## src/rtl/ids_pkg.sv

```systemverilog
// Shared types and defaults for the intrusion-detection histogram scan controller.
package ids_pkg;

    typedef enum logic [2:0] {
        S_IDLE,
        S_SWEEP,
        S_DRAIN,
        S_WAIT_CHI,
        S_CLEAR,
        S_DONE
    } state_t;

    localparam int          DEF_NUM_BINS   = 256;
    localparam logic [31:0] DEF_THRESHOLD  = 32'h0000_06A9;
    localparam int          DEF_ALARM_HITS = 2;
    localparam int          DEF_TIMEOUT    = 64;

    // Bits needed to hold 0..max_val, never less than one.
    function automatic int cnt_width(input int max_val);
        return (max_val < 2) ? 1 : $clog2(max_val + 1);
    endfunction

endpackage

```

## src/rtl/ids_alarm_filter.sv

```systemverilog
// Turns per-window chi-squared verdicts into a debounced alarm and a verdict count.
module ids_alarm_filter
    import ids_pkg::*;
#(
    parameter logic [31:0] THRESHOLD  = DEF_THRESHOLD,
    parameter int          ALARM_HITS = DEF_ALARM_HITS
) (
    input  logic        clk,
    input  logic        rst,
    input  logic        accept,
    input  logic [31:0] chi_in,
    output logic        is_attacked,
    output logic [15:0] window_cnt
);

    localparam int             HW       = cnt_width(ALARM_HITS);
    localparam logic [HW-1:0]  HITS_MAX = HW'(ALARM_HITS);

    logic [HW-1:0] hit_cnt_reg, hit_cnt_next;
    logic          attacked_reg, attacked_next;
    logic [15:0]   window_cnt_reg, window_cnt_next;

    always_comb begin
        hit_cnt_next    = hit_cnt_reg;
        attacked_next   = attacked_reg;
        window_cnt_next = window_cnt_reg;
        if (accept) begin
            window_cnt_next = window_cnt_reg + 16'd1;
            if (chi_in <= THRESHOLD) begin
                hit_cnt_next  = (hit_cnt_reg == HITS_MAX) ? HITS_MAX : hit_cnt_reg + HW'(1);
                attacked_next = (hit_cnt_next == HITS_MAX);
            end else begin
                // Any clean window breaks the run of suspicious ones.
                hit_cnt_next  = '0;
                attacked_next = 1'b0;
            end
        end
    end

    always_ff @(posedge clk) begin
        if (!rst) begin
            hit_cnt_reg    <= '0;
            attacked_reg   <= 1'b0;
            window_cnt_reg <= '0;
        end else begin
            hit_cnt_reg    <= hit_cnt_next;
            attacked_reg   <= attacked_next;
            window_cnt_reg <= window_cnt_next;
        end
    end

    assign is_attacked = attacked_reg;
    assign window_cnt  = window_cnt_reg;

endmodule

```

## src/rtl/ids_scan_ctrl.sv

```systemverilog
// Window controller: sweeps the E/O histograms to the chi-squared engine, waits for the
// verdict, clears the O histogram and hands the verdict to the alarm filter.
module ids_scan_ctrl
    import ids_pkg::*;
#(
    parameter int          NUM_BINS   = DEF_NUM_BINS,
    parameter logic [31:0] THRESHOLD  = DEF_THRESHOLD,
    parameter int          ALARM_HITS = DEF_ALARM_HITS,
    parameter int          TIMEOUT    = DEF_TIMEOUT
) (
    input  logic        clk,
    input  logic        rst,
    input  logic        start,
    output logic        busy,
    output logic        done,
    output logic [7:0]  addr,
    output logic        rd_en,
    input  logic [15:0] e_rd,
    input  logic [15:0] o_rd,
    output logic [15:0] e_out,
    output logic [15:0] o_out,
    output logic        pair_vld,
    output logic        pair_last,
    input  logic [31:0] chi_in,
    input  logic        chi_vld,
    output logic        o_we,
    output logic        is_attacked,
    output logic        timeout_err,
    output logic [15:0] window_cnt
);

    localparam logic [7:0]    LAST_ADDR = 8'(NUM_BINS - 1);
    localparam int            WW        = cnt_width(TIMEOUT);
    localparam logic [WW-1:0] WAIT_LAST = WW'(TIMEOUT - 1);

    state_t        state_reg, state_next;
    logic [7:0]    addr_reg, addr_next;
    logic [WW-1:0] wait_reg, wait_next;
    logic          timeout_err_reg, timeout_err_next;
    logic          pair_vld_reg;
    logic          accept;

    always_comb begin
        state_next       = state_reg;
        addr_next        = addr_reg;
        wait_next        = wait_reg;
        timeout_err_next = timeout_err_reg;
        accept           = 1'b0;
        busy             = 1'b1;
        done             = 1'b0;
        rd_en            = 1'b0;
        o_we             = 1'b0;
        case (state_reg)
            S_IDLE: begin
                busy = 1'b0;
                if (start) begin
                    state_next       = S_SWEEP;
                    addr_next        = '0;
                    timeout_err_next = 1'b0;
                end
            end
            S_SWEEP: begin
                rd_en = 1'b1;
                if (addr_reg == LAST_ADDR) begin
                    state_next = S_DRAIN;
                    addr_next  = '0;
                end else begin
                    addr_next = addr_reg + 8'd1;
                end
            end
            S_DRAIN: begin
                state_next = S_WAIT_CHI;
                wait_next  = '0;
            end
            S_WAIT_CHI: begin
                // A verdict on the final allowed cycle beats the timeout.
                if (chi_vld) begin
                    accept     = 1'b1;
                    state_next = S_CLEAR;
                end else if (wait_reg == WAIT_LAST) begin
                    timeout_err_next = 1'b1;
                    state_next       = S_CLEAR;
                end else begin
                    wait_next = wait_reg + WW'(1);
                end
            end
            S_CLEAR: begin
                o_we = 1'b1;
                if (addr_reg == LAST_ADDR) begin
                    state_next = S_DONE;
                    addr_next  = '0;
                end else begin
                    addr_next = addr_reg + 8'd1;
                end
            end
            S_DONE: begin
                done       = 1'b1;
                state_next = S_IDLE;
            end
            default: state_next = S_IDLE;
        endcase
    end

    always_ff @(posedge clk) begin
        if (!rst) begin
            state_reg       <= S_IDLE;
            addr_reg        <= '0;
            wait_reg        <= '0;
            timeout_err_reg <= 1'b0;
            pair_vld_reg    <= 1'b0;
        end else begin
            state_reg       <= state_next;
            addr_reg        <= addr_next;
            wait_reg        <= wait_next;
            timeout_err_reg <= timeout_err_next;
            pair_vld_reg    <= (state_reg == S_SWEEP);
        end
    end

    // The RAM output register is the pipeline stage for the bin pair; it is only
    // forwarded while a pair is valid so the engine never sees stale data.
    assign e_out       = pair_vld_reg ? e_rd : 16'h0000;
    assign o_out       = pair_vld_reg ? o_rd : 16'h0000;
    assign pair_vld    = pair_vld_reg;
    assign pair_last   = (state_reg == S_DRAIN);
    assign addr        = addr_reg;
    assign timeout_err = timeout_err_reg;

    ids_alarm_filter #(
        .THRESHOLD  (THRESHOLD),
        .ALARM_HITS (ALARM_HITS)
    ) u_alarm (
        .clk         (clk),
        .rst         (rst),
        .accept      (accept),
        .chi_in      (chi_in),
        .is_attacked (is_attacked),
        .window_cnt  (window_cnt)
    );

endmodule

```

## config.mk

```make
export PLATFORM = sky130hd
export DESIGN_NAME = ids_scan_ctrl
export DESIGN_NICKNAME = d
export VERILOG_FILES = /design/src/rtl/ids_pkg.sv /design/src/rtl/ids_alarm_filter.sv /design/src/rtl/ids_scan_ctrl.sv
export SDC_FILE = /design/constraint.sdc
export NUM_CORES = 1
export LEC_CHECK = 0
export BUFFER_PORTS_ARGS = -buffer_cell sky130_fd_sc_hd__buf_2
export CAP_MARGIN = 20
export CORE_AREA = 2 2 55 95
export CTS_CLUSTER_DIAMETER = 80
export DETAILED_ROUTE_END_ITERATION = 12
export DIE_AREA = 0 0 57 97
export PLACE_DENSITY = 0.83
export SYNTH_ARGS = -nofsm -noshare
export SYNTH_HDL_FRONTEND = slang
export SYNTH_SLANG_ARGS = --single-unit
```

## constraint.sdc

```tcl
create_clock -name clk -period 3.88 [get_ports clk]
set_clock_uncertainty 0.05 [all_clocks]
set_input_delay 0.194 -clock clk [delete_from_list [all_inputs] [get_ports clk]]
set_output_delay 0.194 -clock clk [all_outputs]
set_load 0.01 [all_outputs]
```

=== After elaboration in Yosys (flattened, before gate mapping) ===
Cells that the tools add are included.

* Register bits: 39
* Memory bits (writable): 0
* Latch bits: 0
* Word-level logic and storage cells: 65
* Bits in read-only memories: 0
* Memories: 0
* Bits of input ports: 68
* Output and inout bits: 64

* Shift-type cells: 0
* Multiplexer cells: 27
* Order comparisons: 1
* Divide/modulo/power cells: 0
* Reductions and logical operators: 9
* Multipliers: 0
* Equal/unequal tests: 16
* Bitwise operators: 0
* $add $sub $neg: 4

{| class="wikitable"
|+ Operators by type and width
! operator !! count
|-
| $le A32 B11 Y1 const B || 1
|-
| $mux W16 || 2
|-
| $add A16 B1 Y16 const B || 1
|-
| $mux W8 || 2
|-
| $pmux W8 S2 || 1
|-
| $mux W3 || 5
|-
| $pmux W3 S5 || 1
|-
| $mux W7 || 2
|-
| $pmux W7 S2 || 1
|-
| $ne A2 B2 Y1 const B || 6
|-
| $mux W1 || 10
|-
| $add A8 B1 Y8 const B || 1
|-
| $eq A8 B8 Y1 const B || 1
|-
| $reduce_and A4 Y1 || 2
|-
| $add A7 B1 Y7 const B || 1
|-
| $eq A7 B6 Y1 const B || 1
|-
| $eq A3 B2 Y1 const B || 2
|-
| $eq A3 B3 Y1 const B || 2
|-
| $reduce_bool A2 Y1 || 3
|-
| $eq A2 B2 Y1 const B || 2
|-
| $mux W2 || 2
|-
| $eq A3 B1 Y1 const B || 1
|-
| $logic_not A3 Y1 || 1
|-
| $ne A3 B3 Y1 const B || 1
|-
| other kinds (5) || 5
|}

=== Logic depth before layout (Yosys ltp) ===
Gate-level depths: netlist (run 1).

* Word-level depth: 4
* Mapped depth: 6
* Gate-level depth less buffers: 5

=== By module ===
From an unflattened synthesis (run 1), not the netlist that was laid out.

* Cell total of the unflattened synthesis: 270
* Area, all modules: 2,220.9 um^2

{| class="wikitable"
|+ By module, submodules not included
! module !! area each (um^2) !! cells an instance !! instances !! seq. area each (um^2)
|-
| ids_scan_ctrl || 1,280.0 || 165 || 1 || 400.4
|-
| ids_alarm_filter || 940.9 || 105 || 1 || 360.3
|}

=== Worst setup path after synthesis (run 1) ===
OpenSTA, ideal clock, no wires.

* Path type: flip-flop to flip-flop
* From: register u_alarm.window_cnt_reg[0], in the netlist u_alarm.window_cnt[0]
* To: register u_alarm.window_cnt_reg[12], in the netlist u_alarm.window_cnt[12]
* Stages on the path, launching flop included: 6
* Setup slack: 2,190 ps
* Required time: 3,760 ps
* Arrival time: 1,569 ps
* Setup time: 70 ps
* Path buffers: 0
* Path through: dfxtp_1 ha_1 nand2_1 or3_1 or3_1 a21oi_1

* Word-level cells in the longest chain between the ends: 1

{| class="wikitable"
|+ Ends and longest elaborated chain
! item !! line !! text
|-
| start, declared || ids_alarm_filter.sv:21 || <nowiki>logic [15:0] window_cnt_reg, window_cnt_next;</nowiki>
|-
| start signal, assigned || ids_alarm_filter.sv:48 || <nowiki>window_cnt_reg <= window_cnt_next;</nowiki>
|-
| $add A16 B1 Y16 || ids_alarm_filter.sv:28 || <nowiki>window_cnt_next = window_cnt_reg + 16'd1;</nowiki>
|}

Every way passes these cells.
A chain may end at the register's enable or synchronous reset.

=== Final worst setup path (run 1) ===
* From: register state_reg[0]
* To: register u_alarm.window_cnt_reg[10], in the netlist u_alarm.window_cnt[10]

* Word-level cells in the longest chain between the ends: 2

{| class="wikitable"
|+ Ends and longest elaborated chain
! item !! line !! text
|-
| start, declared || ids_scan_ctrl.sv:36 || <nowiki>state_t state_reg, state_next;</nowiki>
|-
| start signal, assigned || ids_scan_ctrl.sv:112 || <nowiki>state_reg <= state_next;</nowiki>
|-
| $eq A3 B2 Y1 || ids_scan_ctrl.sv:53 || <nowiki>case (state_reg)</nowiki>
|-
| $mux W1 || ids_scan_ctrl.sv:53 ||
|}

Every way passes these cells.

==> results of run 1 <==
path summary, 6_finish.rpt:
path / startpoint / to / slack [ns]
min: rst / u_alarm.window_cnt[15]$_SDFFE_PN0P_ / 0.18
min reg2reg: timeout_err$_SDFFE_PN0P_ / timeout_err$_SDFFE_PN0P_ / 0.43
max: state_reg[0]$_SDFFE_PN0P_ / u_alarm.window_cnt[10]$_SDFFE_PN0P_ / 1.91
max reg2reg: state_reg[0]$_SDFFE_PN0P_ / u_alarm.window_cnt[10]$_SDFFE_PN0P_ / 1.91
stage by stage:
| step | hold slack, ns | instances | total power (uW) |
|---|---|---|---|
| finish | 0.1791 | 441 | 1069 |
| global route | 0.2139 | 440 | 1115 |
| CTS | 0.1849 | 440 | 1077 |
| detailed placement | 0.4227 | 432 | 669.4 |
| global placement | 0.4078 | 432 | 663.7 |
| floorplan | 0.3718 | 261 | 573.9 |
per-layer routing:
layer  vias to the layer above  GRT usage (%)  share of wire, %
met5                         -              0              0.23
met4                         2          9.123               1.6
met3                         9          6.684                11
met2                       125          38.99                52
met1                      1058          16.71                35
li1                       1189              -                 -
layout by cell type (no fill, tap or decap), drive strengths merged, types with 7 or more instances in the layout:
cell and n:
nor2 26, o21ai 13, a21oi 14, nand2 15
nand3 11, or3 10, xor2 11, nand4 12
nor4 7, inv 8, buf 130, and2 34
dfxtp 38
report_power, final:
group	switching [uW]	internal (uW)	total, uW
clock	150	258	408
sequential	40.0	402	442
combinational	116	103	219
worst min-delay path, cell delays in order:
cell and delay [ns]:
buf_2 0.16, nand2_1 0.08, mux2i_1 0.05
logic make-up (layout without fill, tap and decap cells):
logic type      after synthesis  in the layout  share of synthesized area (%)
compound gates               40             40                          11.87
xor+xnor                     16             16                          6.615
fa+ha+maj                     4              4                          2.363
buf+inv                      20            147                          4.194
flops                        38             38                          35.91
mux                           1              1                         0.4726
other cells                   0              1                              0
simple gates                142            142                          38.57
final cells by class:
| type | count | area [um^2] | share of cell area [%] |
|---|---|---|---|
| clock buffer | 5 | 68.82 | 2.357 |
| timing repair buffer | 130 | 650.6 | 22.29 |
| inverter | 9 | 33.78 | 1.157 |
| multi-input combinational | 203 | 1269 | 43.46 |
| antenna | 1 | 2.502 | 0.08573 |
| clock inverter | 3 | 68.82 | 2.357 |
| sequential | 38 | 760.7 | 26.06 |
| tap | 52 | 65.06 | 2.229 |
synthesized netlist by cell type, drive strengths merged:
master,instances
nand2b,1
o21a,1
and2,34
or4,3
o21ai,13
nor3,3
and4,4
xor2,11
a21oi,14
a211oi,1
o31ai,1
nor2b,1
clkinv,1
nand3b,1
and4b,1
nor4,7
mux2i,1
nor3b,2
or3b,1
o32ai,2
o211ai,3
buf,4
and4bb,1
inv,8
nand3,11
xnor2,5
nor2,26
nand4,12
clkbuf,7
nand4b,2
a311oi,1
a31oi,1
a2111o,2
and3b,1
or3,10
nand2,15
ha,4
dfxtp,38
a22oi,1
and3,6
==> reports/qor.txt, run 1 <==
Worst EP required -> 4.05 ns
Iteration-0 DRC Markers -> 45
Worst path depth -> 4
cell row count -> 33
synth unique cells -> 46
status -> finished, final reports clean
worst-path cell chain -> nand4b_2, or3_1, or3_1, a21oi_1
hold path depth -> 3
Setup-failing EPs final -> 0
Worst Path Arrival -> 2.14 ns
max incr delay on CP -> 0.60 ns
io pins -> 132
Setup WS pre-CTS -> 1.932 ns
Longest Clk Path Bufs -> 2
CTS Buf Count -> 5
Crit Path Category -> register to register
fin. max-slew vios -> 0
Synth Area per Inst -> 8.116 um^2
Core Region -> 4707 um^2
starting density of the core -> 45.00%
PD cells -> 366.1 nW/um^2
CP most frequent cell -> or3_1
Setup WS post-layout -> 1.907 ns
Post-Syn Instances -> 261
# nets final -> 459
Synth area leaders -> dfxtp_1 36%, and2_1 10%, nor2_1 4.6%, xor2_1 4.5%, nand4_1 3.5%
Worst Path Buf+Inv -> 0
Post-Route Setup TNS -> 0 ns
Clock Tree Root -> clkbuf_8
crit-path max FO -> 14
Clock Sinks -> 38
DP Area -> 2779 um^2
routed wire length -> 5777 um
GPL Wtd Cong -> 0.8207
Synthesized Nets -> 333
Synth area leader -> dfxtp_1
max reg flops -> 16
die height -> 97 um
antenna-violating nets left -> 0
Yosys reg bits -> 38
Final min period -> 1.973 ns
Clock Latency Late Sink -> 0.30 ns
Resize count post-CTS -> 0
PortBufs -> 130
share of layout cells above drive strength 1 -> 37.11%
GRT Overall Usage -> 19.87%
Synthesis Warnings -> 0
vias in the first global route -> 2144
Setup crit start kind -> register
max_slew headroom -> 47.64%
die width -> 57 um
CTS HTree Levels -> 2
Yosys top cell area share -> 35.91%
Max Cap Viol -> 0
First-pass DRT Iterations -> 4
Post-Syn Area -> 2118 um^2
routed vias -> 2383
CP delay by family, top -> simple AND/OR/NAND/NOR gates
Post-route DRC -> 0
fmax -> 506.8 MHz
worst-margin pin slew -> 0.7843 ns
RSZ-0062 raised after global routing -> false
post-DP HPWL -> 4498 um
vias per inst -> 5.404
crit share post-route -> 50.85%
Area growth syn-to-layout -> 37.80%
Layout fillers -> 425
design area -> 2919 um^2
post-synthesis sequential area ratio -> 35.91%
WL per Instance -> 13.10 um
crit path max-delay cell type -> dfxtp_1
Critical Path End Type -> register
TritonCTS clock tree -> yes
Final Core Density -> 62.01%
Final Hold Viols -> 0
post-CTS setup buffers -> 0
CTS Hold Bufs -> 0
initial antenna violation count -> 3
gr ovfl total -> 0
Worst Hold Class -> input port to register
Peak VDD IR -> 0.0002953 V
first-pass GRT wire length -> 8728 um
clk slew on worst S/H paths -> 0.08 ns
LEAKAGE -> 0.001421 uW
DIE AREA -> 5529 um^2
r2r worst-path depth -> 4
pin count of the biggest net entering global routing -> 34
Note: power is estimated with default switching activity, not from simulation.
==> inputs of run 2 (changes only) <==
- CORE_AREA: 2 2 55 95 -> 2 2 57 98
- DIE_AREA: 0 0 57 97 -> 0 0 59 100
- PLACE_DENSITY: 0.83 -> 0.78
- clock period: 3.88 -> 1.9 ns (I/O delays scaled with it)
==> reports/qor.txt, run 2 (same netlist as run 1, synthesis figures left out) <==
post-DP HPWL -> 4876 um
max_slew headroom -> 57.07%
Clock Tree Root -> clkbuf_8
Setup-failing EPs final -> 0
Iteration-0 DRC Markers -> 66
design area -> 2939 um^2
worst-path cell chain -> buf_4, buf_4, or3b_2, inv_2, buf_2
Critical Path End Type -> output port
# nets final -> 468
io pins -> 132
fin. max-slew vios -> 0
Longest Clk Path Bufs -> 2
Max Cap Viol -> 0
most common cell after layout, fill and taps aside -> buf_2
first-pass GRT wire length -> 9149 um
die width -> 59 um
max incr delay on CP -> 0.52 ns
DP Area -> 2850 um^2
First-pass DRT Iterations -> 4
vias per inst -> 5.380
PD cells -> 658.5 nW/um^2
Clock Latency Late Sink -> 0.29 ns
post-CTS setup buffers -> 0
hold_sp -> rst
Worst EP required -> 1.75 ns
Crit Path Category -> register to output port
clk slew on worst S/H paths -> 0.07 ns
status -> finished, final reports clean
pin count of the biggest net entering global routing -> 34
WL per Instance -> 13.36 um
cell row count -> 35
CTS Buf Count -> 5
PortBufs -> 130
CP most frequent cell -> buf_4
n_diodes -> 0
Worst Path Arrival -> 1.67 ns
GPL Wtd Cong -> 0.7940
crit-path max FO -> 6
Resize count post-CTS -> 0
TritonCTS clock tree -> yes
Post-route DRC -> 0
DIE AREA -> 5900 um^2
LEAKAGE -> 0.001442 uW
RSZ-0062 raised after global routing -> false
Final min period -> 1.819 ns
CTS Hold Bufs -> 0
CTS HTree Levels -> 2
Area growth syn-to-layout -> 38.75%
Setup crit start kind -> register
GRT Overall Usage -> 19.76%
die height -> 100 um
fmax -> 549.8 MHz
crit path from -> state_reg[2]$_SDFFE_PN0P_
crit share post-route -> 95.74%
routed vias -> 2421
routed wire length -> 6010 um
Core Region -> 5167 um^2
Peak VDD IR -> 0.0005677 V
worst-margin pin slew -> 0.6431 ns
max reg flops -> 16
starting density of the core -> 40.99%
initial antenna violation count -> 0
Reg-to-Reg Start -> state_reg[2]$_SDFFE_PN0P_
antenna-violating nets left -> 0
Worst Hold Class -> input port to register
gr ovfl total -> 0
most frequent cells in the layout -> 130 x buf_2, 37 x dfxtp_1, 34 x and2_1
Post-Route Setup TNS -> 0 ns
share of layout cells above drive strength 1 -> 38.99%
Layout fillers -> 501
vias in the first global route -> 2151
Clock Sinks -> 38
crit path max-delay cell type -> or3b_2
Final Hold Viols -> 0
run 2: worst paths after layout:
check	end	slack, ns	depth (start not counted)
max	pair_last	0.08	5
min	u_alarm.window_cnt[15]$_SDFFE_PN0P_	0.11	3
max reg2reg	addr[7]$_SDFFE_PN0P_	0.14	5
min reg2reg	u_alarm.window_cnt[15]$_SDFFE_PN0P_	0.42	2
run 2: per-layer routing:
layer	part of all wire (%)	track usage, %	vias up
met5	0	0	-
met4	1.5	7.867	0
met3	6.1	2.448	8
met2	57	40.00	102
met1	36	18.65	1111
li1	-	-	1200
run 2: final cells by class:
type                       instances  area, um^2  area share [%]
multi-input combinational        203        1274           43.34
sequential                        38       762.0           25.93
timing repair buffer             139       718.2           24.44
clock buffer                       6       82.58           2.810
tap                               55       68.82           2.341
inverter                           9       33.78           1.149
run 2: through the flow:
stage	worst slack, ns	hold WS (ns)	std cells	total power [uW]	utilization (%)
2_1_floorplan	0.2104	0.2728	261	1172	-
6_report	0.08101	0.1075	450	1935	56.88
3_3_place_gp	0.1688	0.4004	444	1394	55.16
4_1_cts	0.04076	0.1049	450	1956	56.76
3_5_place_dp	0.1342	0.4129	444	1401	55.16
5_1_grt	0.01365	0.1215	450	2040	56.88
run 2: critical path: cells and delay by family, from the launching register on:
family | cells | cell delay [ns]
buffers and inverters | 4 | 0.52
DFF | 1 | 0.34
and+or+nand+nor | 1 | 0.52
run 2: report_power, final:
group | internal [uW] | leakage [uW] | switching, uW
clock network | 280 | 0.0000431 | 273
logic | 236 | 0.00109 | 271
registers | 823 | 0.000307 | 53.0
total | 1340 | 0.00144 | 597
==> inputs of run 3 (changes only) <==
--- a/config.mk
+++ b/config.mk
@@ -13,3 +13,3 @@
 export DIE_AREA = 0 0 59 100
-export PLACE_DENSITY = 0.78
+export PLACE_DENSITY = 0.86
 export SYNTH_ARGS = -nofsm -noshare
--- a/constraint.sdc
+++ b/constraint.sdc
@@ -4,2 +4,2 @@
 set_output_delay 0.095 -clock clk [all_outputs]
-set_load 0.01 [all_outputs]
+set_load 0.1 [all_outputs]
==> reports/qor.txt, run 3 (same netlist as run 1, synthesis figures left out) <==
routed vias -> 2401
Clock Sinks -> 38
hold path depth -> 2
Reg-to-Reg End -> wait_reg[5]$_SDFFE_PN0P_
die width -> 59 um
first-pass GRT wire length -> 9163 um
Resize count post-CTS -> 1
status -> finished, final reports clean
clk slew on worst S/H paths -> 0.08 ns
Worst Path Arrival -> 1.66 ns
die height -> 100 um
Critical Path End Type -> output port
Layout fillers -> 458
Max Cap Viol -> 0
First-pass DRT Iterations -> 4
non-filler cells, final -> 450
starting density of the core -> 40.99%
Clock Latency Late Sink -> 0.29 ns
placed cell count -> 442
Core Region -> 5167 um^2
WL per Instance -> 13.23 um
WHS Endpoint -> pair_vld$_SDFF_PN0_
CTS HTree Levels -> 2
Setup-failing EPs final -> 0
worst-margin pin slew -> 0.5122 ns
pin count of the biggest net entering global routing -> 34
GRT Overall Usage -> 19.67%
vias in the first global route -> 2196
Setup WS pre-CTS -> 0.1535 ns
Clock Tree Root -> clkbuf_8
vias per inst -> 5.336
LEAKAGE -> 0.001484 uW
Post-route DRC -> 0
crit-path max FO -> 8
Worst Hold Class -> input port to register
n_diodes -> 0
Longest Clk Path Bufs -> 2
CTS Hold Bufs -> 0
max_slew headroom -> 66.09%
PortBufs -> 130
RSZ-0062 raised after global routing -> false
hold_sp -> rst
Setup WS post-layout -> 0.09962 ns
share of layout cells above drive strength 1 -> 53.42%
Worst EP required -> 1.75 ns
fin. max-slew vios -> 0
Crit Path Category -> register to output port
post-CTS setup buffers -> 0
crit share post-route -> 94.76%
most frequent cells in the layout -> 125 x buf_2, 32 x and2_2, 26 x nor2_1
antenna-violating nets left -> 0
routed wire length -> 5953 um
max reg flops -> 16
most common cell after layout, fill and taps aside -> buf_2
Area growth syn-to-layout -> 46.96%
DIE AREA -> 5900 um^2
Post-Route Setup TNS -> 0 ns
area of the multi-input gates -> 1339 um^2
PD cells -> 871.8 nW/um^2
Final min period -> 1.800 ns
Reg-to-Reg Start -> state_reg[2]$_SDFFE_PN0P_
Peak VDD IR -> 0.0006397 V
Iteration-0 DRC Markers -> 70
WHS -> 0.1147 ns
# nets final -> 466
fmax -> 555.4 MHz
CTS Buf Count -> 5
post-DP HPWL -> 4924 um
io pins -> 132
gr ovfl total -> 0
Final Hold Viols -> 0
r2r worst-path depth -> 5
TritonCTS clock tree -> yes
reg-to-reg setup timing slack -> 0.18 ns
initial antenna violation count -> 0
cell row count -> 35
GPL Wtd Cong -> 0.8123
Reg area -> 794.5 um^2
Setup crit start kind -> register
run 3: changes by cell type in the layout (fill, tap and decap cells not counted), sizes merged:
cell / before / now
buf: 139 / 137
clkinv: 1 / 2
clkinvlp: 0 / 2
inv: 8 / 7
run 3: cell type report:
| class | instances | area share [%] |
|---|---|---|
| Multi-Input combinational cell | 203 | 43.01 |
| Inverter | 9 | 1.206 |
| Timing Repair Buffer | 137 | 25.00 |
| Tap cell | 55 | 2.211 |
| Clock inverter | 2 | 0.4019 |
| Clock buffer | 6 | 2.653 |
| Sequential cell | 38 | 25.52 |
run 3: power by group:
group	internal [uW]	switching (uW)	total (uW)	leakage, uW
clock	292	292	584	0.0000472
sequential	823	41.2	864	0.000319
combinational	302	964	1270	0.00112
run 3: worst max-delay path, cell delays in order (launching register included):
cell and delay [ns]:
dfxtp_2 0.36, buf_4 0.18, or3_2 0.51, buf_2 0.31
run 3: worst max path at each step:
| stage | start | to |
|---|---|---|
| finish | state_reg[1]$_SDFFE_PN0P_ | busy |
| global route | state_reg[2]$_SDFFE_PN0P_ | wait_reg[5]$_SDFFE_PN0P_ |
| CTS | state_reg[1]$_SDFFE_PN0P_ | pair_last |
| detailed placement | state_reg[2]$_SDFFE_PN0P_ | addr[4]$_SDFFE_PN0P_ |
| global placement | state_reg[1]$_SDFFE_PN0P_ | u_alarm.window_cnt[13]$_SDFFE_PN0P_ |
| floorplan | u_alarm.window_cnt[3]$_SDFFE_PN0P_ | u_alarm.window_cnt[13]$_SDFFE_PN0P_ |
run 3: metrics by stage:
step	utilization, %	instance area (um^2)	power, uW
floorplan	-	2217	1876
detailed placement	58.23	3009	2138
CTS	60.10	3105	2722
global placement	58.23	3009	2128
finish	60.24	3113	2714
global route	60.24	3113	2817
run 3: layer usage:
| layer | GRT usage (%) | wire [um] | vias to the layer above |
|---|---|---|---|
| met1 | 19.26 | 2120 | 1085 |
| met2 | 38.55 | 3326 | 112 |
| li1 | - | - | 1196 |
| met3 | 2.320 | 413 | 8 |
| met4 | 9.091 | 93 | 0 |
| met5 | 0 | 0 | - |
